==> src/rtl/nv_ram_rwsthp_19x32_fifo_pkg.sv <==
// nv_ram_rwsthp_19x32_fifo_pkg: shared geometry and pointer helper for the 19x32 RAM-wrapped FIFO
package nv_ram_rwsthp_19x32_fifo_pkg;
  localparam int ram_depth = 19;
  localparam int fifo_depth = 20;
  localparam int data_w = 32;
  localparam int ptr_w = 5;
  function automatic logic [ptr_w-1:0] wrap_inc(input logic [ptr_w-1:0] p);
    return (p == ptr_w'(ram_depth - 1)) ? '0 : p + ptr_w'(1);
  endfunction
endpackage

==> src/rtl/nv_ram_rwsthp_19x32.sv <==
// nv_ram_rwsthp_19x32: 19x32 RAM with registered read address, output register and bypass mux
module nv_ram_rwsthp_19x32
  import nv_ram_rwsthp_19x32_fifo_pkg::*;
(
  input  logic              clk,
  input  logic [31:0]       pwrbus_ram_pd,
  input  logic              re,
  input  logic [ptr_w-1:0]  ra,
  input  logic              we,
  input  logic [ptr_w-1:0]  wa,
  input  logic [data_w-1:0] di,
  input  logic              byp_sel,
  input  logic [data_w-1:0] dbyp,
  input  logic              ore,
  output logic [data_w-1:0] dout
);
  logic [data_w-1:0] mem [ram_depth];
  logic [ptr_w-1:0]  ra_d;
  logic              unused_pd;
  assign unused_pd = ^pwrbus_ram_pd;
  always_ff @(posedge clk) begin
    if (we) mem[wa] <= di;
    if (re) ra_d <= ra;
    if (ore) dout <= byp_sel ? dbyp : mem[ra_d];
  end
endmodule

==> src/rtl/nv_ram_rwsthp_19x32_fifo.sv <==
// nv_ram_rwsthp_19x32_fifo: valid/ready FIFO of depth 20 (19 RAM entries plus the RAM output register)
module nv_ram_rwsthp_19x32_fifo
  import nv_ram_rwsthp_19x32_fifo_pkg::*;
(
  input  logic              nvdla_core_clk,
  input  logic              nvdla_core_rstn,
  input  logic              wr_pvld,
  output logic              wr_prdy,
  input  logic [data_w-1:0] wr_pd,
  output logic              rd_pvld,
  input  logic              rd_prdy,
  output logic [data_w-1:0] rd_pd,
  output logic [4:0]        fifo_count,
  output logic              idle,
  input  logic [31:0]       pwrbus_ram_pd
);
  logic [ptr_w-1:0] wr_ptr, rd_ptr, wa, ra;
  logic [4:0]       ram_used, ram_used_nxt, unissued;
  logic             s1_vld, out_vld, s1_vld_nxt, out_vld_nxt;
  logic             wr_acc, pop, out_free, s1_adv, bypass, we, re, ore, byp_sel;
  always_comb begin
    unissued     = ram_used - 5'(s1_vld);
    wr_acc       = wr_pvld & wr_prdy;
    pop          = out_vld & rd_prdy;
    out_free     = !out_vld | rd_prdy;
    s1_adv       = s1_vld & out_free;
    bypass       = wr_acc & (unissued == '0) & !s1_vld & out_free;
    we           = wr_acc & !bypass;
    re           = (unissued != '0) & (!s1_vld | s1_adv);
    ore          = s1_adv | bypass;
    byp_sel      = bypass;
    s1_vld_nxt   = re | (s1_vld & !s1_adv);
    out_vld_nxt  = s1_adv | bypass | (out_vld & !pop);
    ram_used_nxt = ram_used + 5'(we) - 5'(s1_adv);
  end
  assign wa = wr_ptr;
  assign ra = rd_ptr;
  // wr_prdy and fifo_count are registered copies of the next-state occupancy
  always_ff @(posedge nvdla_core_clk or negedge nvdla_core_rstn) begin
    if (!nvdla_core_rstn) begin
      wr_ptr     <= '0;
      rd_ptr     <= '0;
      ram_used   <= '0;
      s1_vld     <= 1'b0;
      out_vld    <= 1'b0;
      wr_prdy    <= 1'b0;
      fifo_count <= '0;
    end else begin
      wr_ptr     <= we ? wrap_inc(wr_ptr) : wr_ptr;
      rd_ptr     <= re ? wrap_inc(rd_ptr) : rd_ptr;
      ram_used   <= ram_used_nxt;
      s1_vld     <= s1_vld_nxt;
      out_vld    <= out_vld_nxt;
      wr_prdy    <= ram_used_nxt < 5'(ram_depth);
      fifo_count <= ram_used_nxt + 5'(out_vld_nxt);
    end
  end
  assign rd_pvld = out_vld;
  assign idle    = (fifo_count == '0) && !s1_vld;
  nv_ram_rwsthp_19x32 u_ram (
    .clk           (nvdla_core_clk),
    .pwrbus_ram_pd (pwrbus_ram_pd),
    .re            (re),
    .ra            (ra),
    .we            (we),
    .wa            (wa),
    .di            (wr_pd),
    .byp_sel       (byp_sel),
    .dbyp          (wr_pd),
    .ore           (ore),
    .dout          (rd_pd)
  );
endmodule
==> config.mk <==
export PLATFORM = sky130hd
export DESIGN_NAME = nv_ram_rwsthp_19x32_fifo
export DESIGN_NICKNAME = d
export VERILOG_FILES = /design/src/rtl/nv_ram_rwsthp_19x32_fifo_pkg.sv /design/src/rtl/nv_ram_rwsthp_19x32.sv /design/src/rtl/nv_ram_rwsthp_19x32_fifo.sv
export SDC_FILE = /design/constraint.sdc
export NUM_CORES = 1
export LEC_CHECK = 0
export BUFFER_PORTS_ARGS = -buffer_cell sky130_fd_sc_hd__buf_4
export CAP_MARGIN = 10
export CELL_PAD_IN_SITES_DETAIL_PLACEMENT = 1
export CELL_PAD_IN_SITES_GLOBAL_PLACEMENT = 1
export CORE_MARGIN = 4
export CORE_UTILIZATION = 49
export CTS_CLUSTER_DIAMETER = 120
export DETAILED_ROUTE_END_ITERATION = 12
export PLACE_DENSITY = 0.84
export SYNTH_ARGS = -nofsm -noshare
export SYNTH_HDL_FRONTEND = slang
export SYNTH_SLANG_ARGS = --single-unit
export TNS_END_PERCENT = 20
==> constraint.sdc <==
create_clock -name nvdla_core_clk -period 3.7 [get_ports nvdla_core_clk]
set_clock_uncertainty 0.05 [all_clocks]
set_input_delay 0.37 -clock nvdla_core_clk [delete_from_list [all_inputs] [get_ports nvdla_core_clk]]
set_output_delay 0.37 -clock nvdla_core_clk [all_outputs]
set_load 0.02 [all_outputs]
==> results of run 1 <==
[where the power goes]
part           switching, mW  internal (mW)  total (mW)
Sequential             0.617           9.27        9.89
Combinational           3.72           3.12        6.84
Clock                   2.90           3.91        6.81
[how the worst min path moves through the flow]
stage / start / endpoint / slack [ns] / depth (start not counted)
finish: wr_pd[28] / u_ram.mem[4][28] / 0.06 / 1
global route: wr_pd[0] / u_ram.mem[4][0] / 0.06 / 1
CTS: wr_pd[28] / u_ram.mem[4][28] / 0.04 / 1
detailed placement: nvdla_core_rstn / wr_prdy / 0.25 / 1
global placement: nvdla_core_rstn / rd_pvld / 0.24 / 1
floorplan: nvdla_core_rstn / fifo_count[0] / 0.02 / 0
[final cells by class]
| cell class | instances | share of cell area |
|---|---|---|
| Clock buffer | 95 | 0.0624 |
| Tap cell | 688 | 0.0286 |
| Timing Repair Buffer | 118 | 0.0366 |
| Sequential cell | 673 | 0.667 |
| Antenna cell | 1 | 0.0000832 |
| Clock inverter | 28 | 0.00911 |
| Inverter | 12 | 0.00150 |
| Multi-Input combinational cell | 545 | 0.195 |
[stage by stage]
step                      std cells  instance area [um^2]
final                          2160                 30100
after global routing           2160                 30100
after CTS                      2159                 30100
after detailed placement       2035                 27900
after global placement         2035                 27900
after floorplan                1297                 26100
[state kept, by name, indices dropped and copies added, names as in the netlist, named ones only]
signal / cells
wa: 5
fifo_count: 5
s1_vld: 1
rd_pvld: 1
u_ram.dout: 32
wr_prdy: 1
ra: 5
u_ram.mem: 608
u_ram.ra_d: 5
ram_used: 5
[timing repair]
| item | 4_1_cts | 5_1_grt |
|---|---|---|
| setup endpoints to repair | 0 | 2 |
| buffers inserted | 0 | 0 |
| hold buffers | 1 | 0 |
| hold endpoints to repair | 23 | 0 |
| gates resized for setup | 0 | 1 |
[routing by layer]
metal  up-vias  track usage  share of wire
met5         -            0        0.00020
li1       5503            -              -
met3       157       0.0463          0.077
met2       716        0.394           0.52
met1      7009        0.298           0.37
met4         2       0.0927          0.038
[cell usage after synthesis, drive strengths merged (23+ instances only)]
cell    count  area share
nor2       85       0.012
nand2      51      0.0073
o21ai      35      0.0067
mux4      128        0.11
a21oi      39      0.0075
dfrtp      23       0.022
buf        29      0.0062
edfxtp    645        0.74
clkbuf     38      0.0055
a221oi     24      0.0080
mux2       41       0.018
mux2i      64       0.025
[cells by family after synthesis]
family | Yosys count
AO/OA/AOI/OAI | 115
multiplexers | 233
buffers and inverters | 79
AND/OR/NAND/NOR | 171
adder cells (fa/ha/maj) | 17
XOR/XNOR | 9
flip-flops | 673
[worst max-delay path: stages (launching register included)]
cell and delay (ns):
dfrtp_1 0.40, inv_1 0.10, ha_1 0.23, and3_1 0.19
o211a_1 0.28, a31oi_2 0.23, inv_1 0.11, ha_1 0.28
inv_1 0.04, ha_1 0.20, fa_1 0.46, a21oi_1 0.16
o21bai_1 0.09, xnor2_1 0.17, or2_2 0.32
==> out/qor.yml, run 1 <==
worst_setup_path:
  critPathLaunch: "ram_used[2]"
  cp.required_ns: 4.11
  crit_path_end: "wr_prdy"
  r2r_setup_slack_ns: 0.26
  cp.arrival_ns: 3.85
  crit_path_end_kind: "flop"
  worstRegToRegCells: 14
  critical_path_class: "flop to flop"
  timing.rr.start: "ram_used[2]"
  r2r_end: "wr_prdy"
  start_kind: "flop"
  crit_fanout: 4
power_and_ir_drop:
  power.density_nw_per_um2: 783
  cellLeakagePower_nw: 9.93
  ir_worst_vdd_v: 0.000586
  power_mw: 23.5
global_route:
  grt_pass1_vias: 14600
  grt_max_degree: 59
  antenna_found_initial: 2
  grt.total_usage: 0.232
  grt_pass1_wl_um: 97300
  overflow: 0
clock_tree:
  cts_made_buffers: 70
  cts_tree: "yes"
  path_clk_slew_ns: 0.07
  worst_skew_pair.late_latency_ns: 0.59
  clock-sinks: 673
  cts_root_buf: "clkbuf_16"
  htree_levels: 3
  cts_buffer_depth: 3
logic_synthesis:
  synth-edff-count: 645
  synth.distinct_cells: 41
  yosysWarnings: 0
  synthesis.nets: 1382
  yosys.area_share.adder: 0.00843
  ys_seq_area_frac: 0.767
  synthFlopType: "edfxtp_1"
  netlist_instances: 1297
  synth_top_family_by_area: "multiplexers"
  syn_area_per_cell_um2: 20.1
  synth_area_um2: 26100
  synth_xor_area_frac: 0.00302
  async_reset_ff_frac: 0.0342
  muxShareOfSynthArea: 0.153
  ys_ff_latch: 673
  synth-compound-area-share: 0.0274
  synth-simple-area-share: 0.0278
floorplan:
  core_area_um2: 52700
  die_h_um: 239
  row_count: 84
  die-area_um2: 57100
  initial_core_util: 0.496
  io_pins: 108
  die_w_um: 239
layout:
  most-common-layout-cells: "645 x edfxtp_1, 128 x mux4_2, 100 x buf_4"
  n_fill_cell: 4442
  utilization: 0.571
  layout_commonest_cell: "edfxtp_1"
  syn_to_final_growth_pct: 15.2
  drive_gt1_frac: 0.278
  multi_input_comb_area_um2: 5860
  seq_area_um2: 20100
  final_nets: 1505
hold_path:
  hp-class: "primary input to flop"
sta:
  slew_violations: 0
  setup_viol: 0
  setup_tns_ns: 0
  fin_hold_ws_ns: 0.0586
  maxSlewHeadroom: 0.246
  hold_violations: 0
  fmax_mhz: 290
  worst_slack_ns: 0.258
  period_minus_slack_ns: 3.44
  tightest_slew_ns: 1.13
  timing.final.crit_share: 0.930
  rsz0062_at_grt: "false"
detailed_routing:
  drt_iter0_markers: 1578
  ant_nets: 0
  first_pass_iters: 5
  wire_per_inst_um: 30.1
  drc: 0
  viasPerCell: 6.20
  finalWirelength_um: 65000
  num_vias: 13400
place:
  dp_hpwl_um: 34500
  place.gp.congestion: 0.741
  port-buffer-count: 75
  pre_cts_ws_ns: 0.189
run_status:
  status: "completed"
run:
  drv_cap: 0
No activity file was read; power rests on OpenSTA's default activity.
==> inputs of run 2 (changes only) <==
Clock period 3.7 ns to 3 ns, I/O delays scaled along.
==> out/qor.yml, run 2 (synthesis results as in run 1) <==
sta:
  hold_violations: 0  # unchanged
  fin_hold_ws_ns: 0.0204  # -0.0382 ns
  maxSlewHeadroom: 0.567  # +0.321
  worst_slack_ns: -0.0196  # -0.277 ns
  timing.final.crit_share: 1.01  # +0.0762
  setup_viol: 1  # +1
  fmax_mhz: 331  # +14%
  slew_violations: 0  # unchanged
  rsz0062_at_grt: "true"
  setup_tns_ns: -0.0196  # -0.0196 ns
  period_minus_slack_ns: 3.02  # -0.423 ns
  tightest_slew_ns: 0.648  # -0.483 ns
clock_tree:
  htree_levels: 3  # unchanged
  cts_made_buffers: 66  # -5.7%
  clock-sinks: 673  # unchanged
  cts_tree: "yes"
  cts_root_buf: "clkbuf_16"
  path_clk_slew_ns: 0.07  # about the same
  worst_skew_pair.late_latency_ns: 0.60  # about the same
  cts_buffer_depth: 3  # unchanged
global_route:
  grt_pass1_wl_um: 97000  # -0.26%
  grt_max_degree: 46  # -22%
  grt_pass1_vias: 14800  # +1.5%
  antenna_found_initial: 2  # unchanged
  overflow: 0  # unchanged
  grt.total_usage: 0.233  # +0.000992
power_and_ir_drop:
  cellLeakagePower_nw: 10.3  # +3.7%
  power_mw: 29.5  # +25%
  ir_worst_vdd_v: 0.000802  # +37%
  power.density_nw_per_um2: 954  # +22%
detailed_routing:
  drc: 0  # unchanged
  num_vias: 13700  # +2.0%
  wire_per_inst_um: 29.6  # -1.8%
  first_pass_iters: 5  # unchanged
  wl_met3_um: 4870  # -2.5%
  drt_iter0_markers: 1597  # +1.2%
  topRoutingLayerUsed: "met5"
  wl_met1_um: 25000  # +4.3%
  dr_wl_met2_um: 33800  # +0.89%
  viasPerCell: 6.13  # -1.0%
  finalWirelength_um: 65800  # +1.2%
  ant_nets: 0  # unchanged
place:
  pre_cts_ws_ns: -0.191  # -0.381 ns
  port-buffer-count: 75  # unchanged
  place.gp.congestion: 0.726  # -2.0%
  place_inst: 2059  # +1.2%
  dp_hpwl_um: 34800  # +0.67%
  place_area_um2: 28300  # +1.3%
worst_setup_path:
  start_kind: "flop"
  crit_chain: "inv_2, ha_4, and3_4, o211a_4, a31oi_4, inv_2, ha_4, inv_2, ha_4, fa_2, a21oi_2, o21bai_2, xnor2_2, or2_4"
  cp.required_ns: 3.43  # -0.68 ns
  cpMaxStageDelayCell: "fa_2"
  crit_fanout: 3  # -1
  critical_path_class: "flop to flop"
  crit_path_end_kind: "flop"
  cp.arrival_ns: 3.45  # -0.40 ns
  slowest_delay_ns: 0.40  # -0.06 ns
layout:
  drive_gt1_frac: 0.304  # +0.0258
  fin_cells: 2225  # +3.0%
  design_area_um2: 31000  # +3.0%
  top_register: "u_ram.mem"
  utilization: 0.588  # +0.0169
  syn_to_final_growth_pct: 18.6
  reg_top3: "u_ram.mem (608), u_ram.dout (32)"
  most-common-layout-cells: "645 x edfxtp_1, 128 x mux4_2, 121 x buf_4"
  layout_commonest_cell: "edfxtp_1"
  antennaDiodeCount: 0  # -1
  largest_reg_flops: 608  # unchanged
  final_nets: 1573  # +4.5%
run_status:
  violations: "setup timing"
  status: "finished, violations left"
floorplan:
  die_h_um: 239  # unchanged
  io_pins: 108  # unchanged
  die-area_um2: 57100  # unchanged
  die_w_um: 239  # unchanged
  core_area_um2: 52700  # unchanged
  row_count: 84  # unchanged
  initial_core_util: 0.496  # unchanged
run:
  drv_cap: 0  # unchanged
hold_path:
  hp-class: "primary input to flop"
[run 2: cell count changes in the layout (fill, tap and decap cells not counted), sizes merged]
cell	delta
buf	+39
dlygate4sd3	+31
clkbuf	-6
clkinv	+1
clkinvlp	+1
diode	-1
[run 2: layer usage]
layer | vias to the layer above | global-route usage
met4 | 4 | 0.0732
met1 | 7177 | 0.303
li1 | 5635 | -
met3 | 151 | 0.0508
met2 | 683 | 0.397
met5 | - | 0
[run 2: repair_timing]
item,4_1_cts,5_1_grt
endpoints found under the hold margin,580,0
pin swaps,11,10
endpoints found under the setup margin,4,36
setup buffers,14,3
hold buffers,32,0
resized for setup,18,7
gates cloned,1,2
[run 2: where the power goes]
part | internal, mW | total (mW) | leakage [nW] | switching, mW
logic | 4.44 | 9.37 | 3.13 | 4.93
registers | 11.4 | 12.1 | 6.16 | 0.639
clock network | 4.67 | 8.09 | 1.01 | 3.42
total | 20.5 | 29.5 | 10.3 | 8.99
[run 2: final timing paths]
path / cells past startpoint / startpoint / endpoint / slack [ns]
worst max-delay path: 14 / ram_used[2] / wr_prdy / -0.02
worst min-delay path: 1 / wr_pd[23] / u_ram.mem[13][23] / 0.02
worst max register to register: 14 / ram_used[2] / wr_prdy / -0.02
worst min register to register: 1 / u_ram.ra_d[0] / flop / 0.41
max in group asynchronous: 2 / nvdla_core_rstn / ra[1] / 2.56
min in group asynchronous: 2 / nvdla_core_rstn / rd_pvld / 0.09
[run 2: layout make-up]
type	instances	area, um^2
clock buffers	87	1800
well taps	688	861
flip-flops and latches	673	20100
repair buffers	190	1960
fillers	4430	21700
multi-input cells	545	5970
inverters	12	45.0
clock inverters	30	274
[run 2: critical path, delay by kind of cell (launching register included)]
kind	cells	cell delay, ns
flops	1	0.36
buf+inv	3	0.20
simple gates	2	0.43
fa+ha+maj	4	0.98
xor+xnor	1	0.18
compound gates	4	0.70
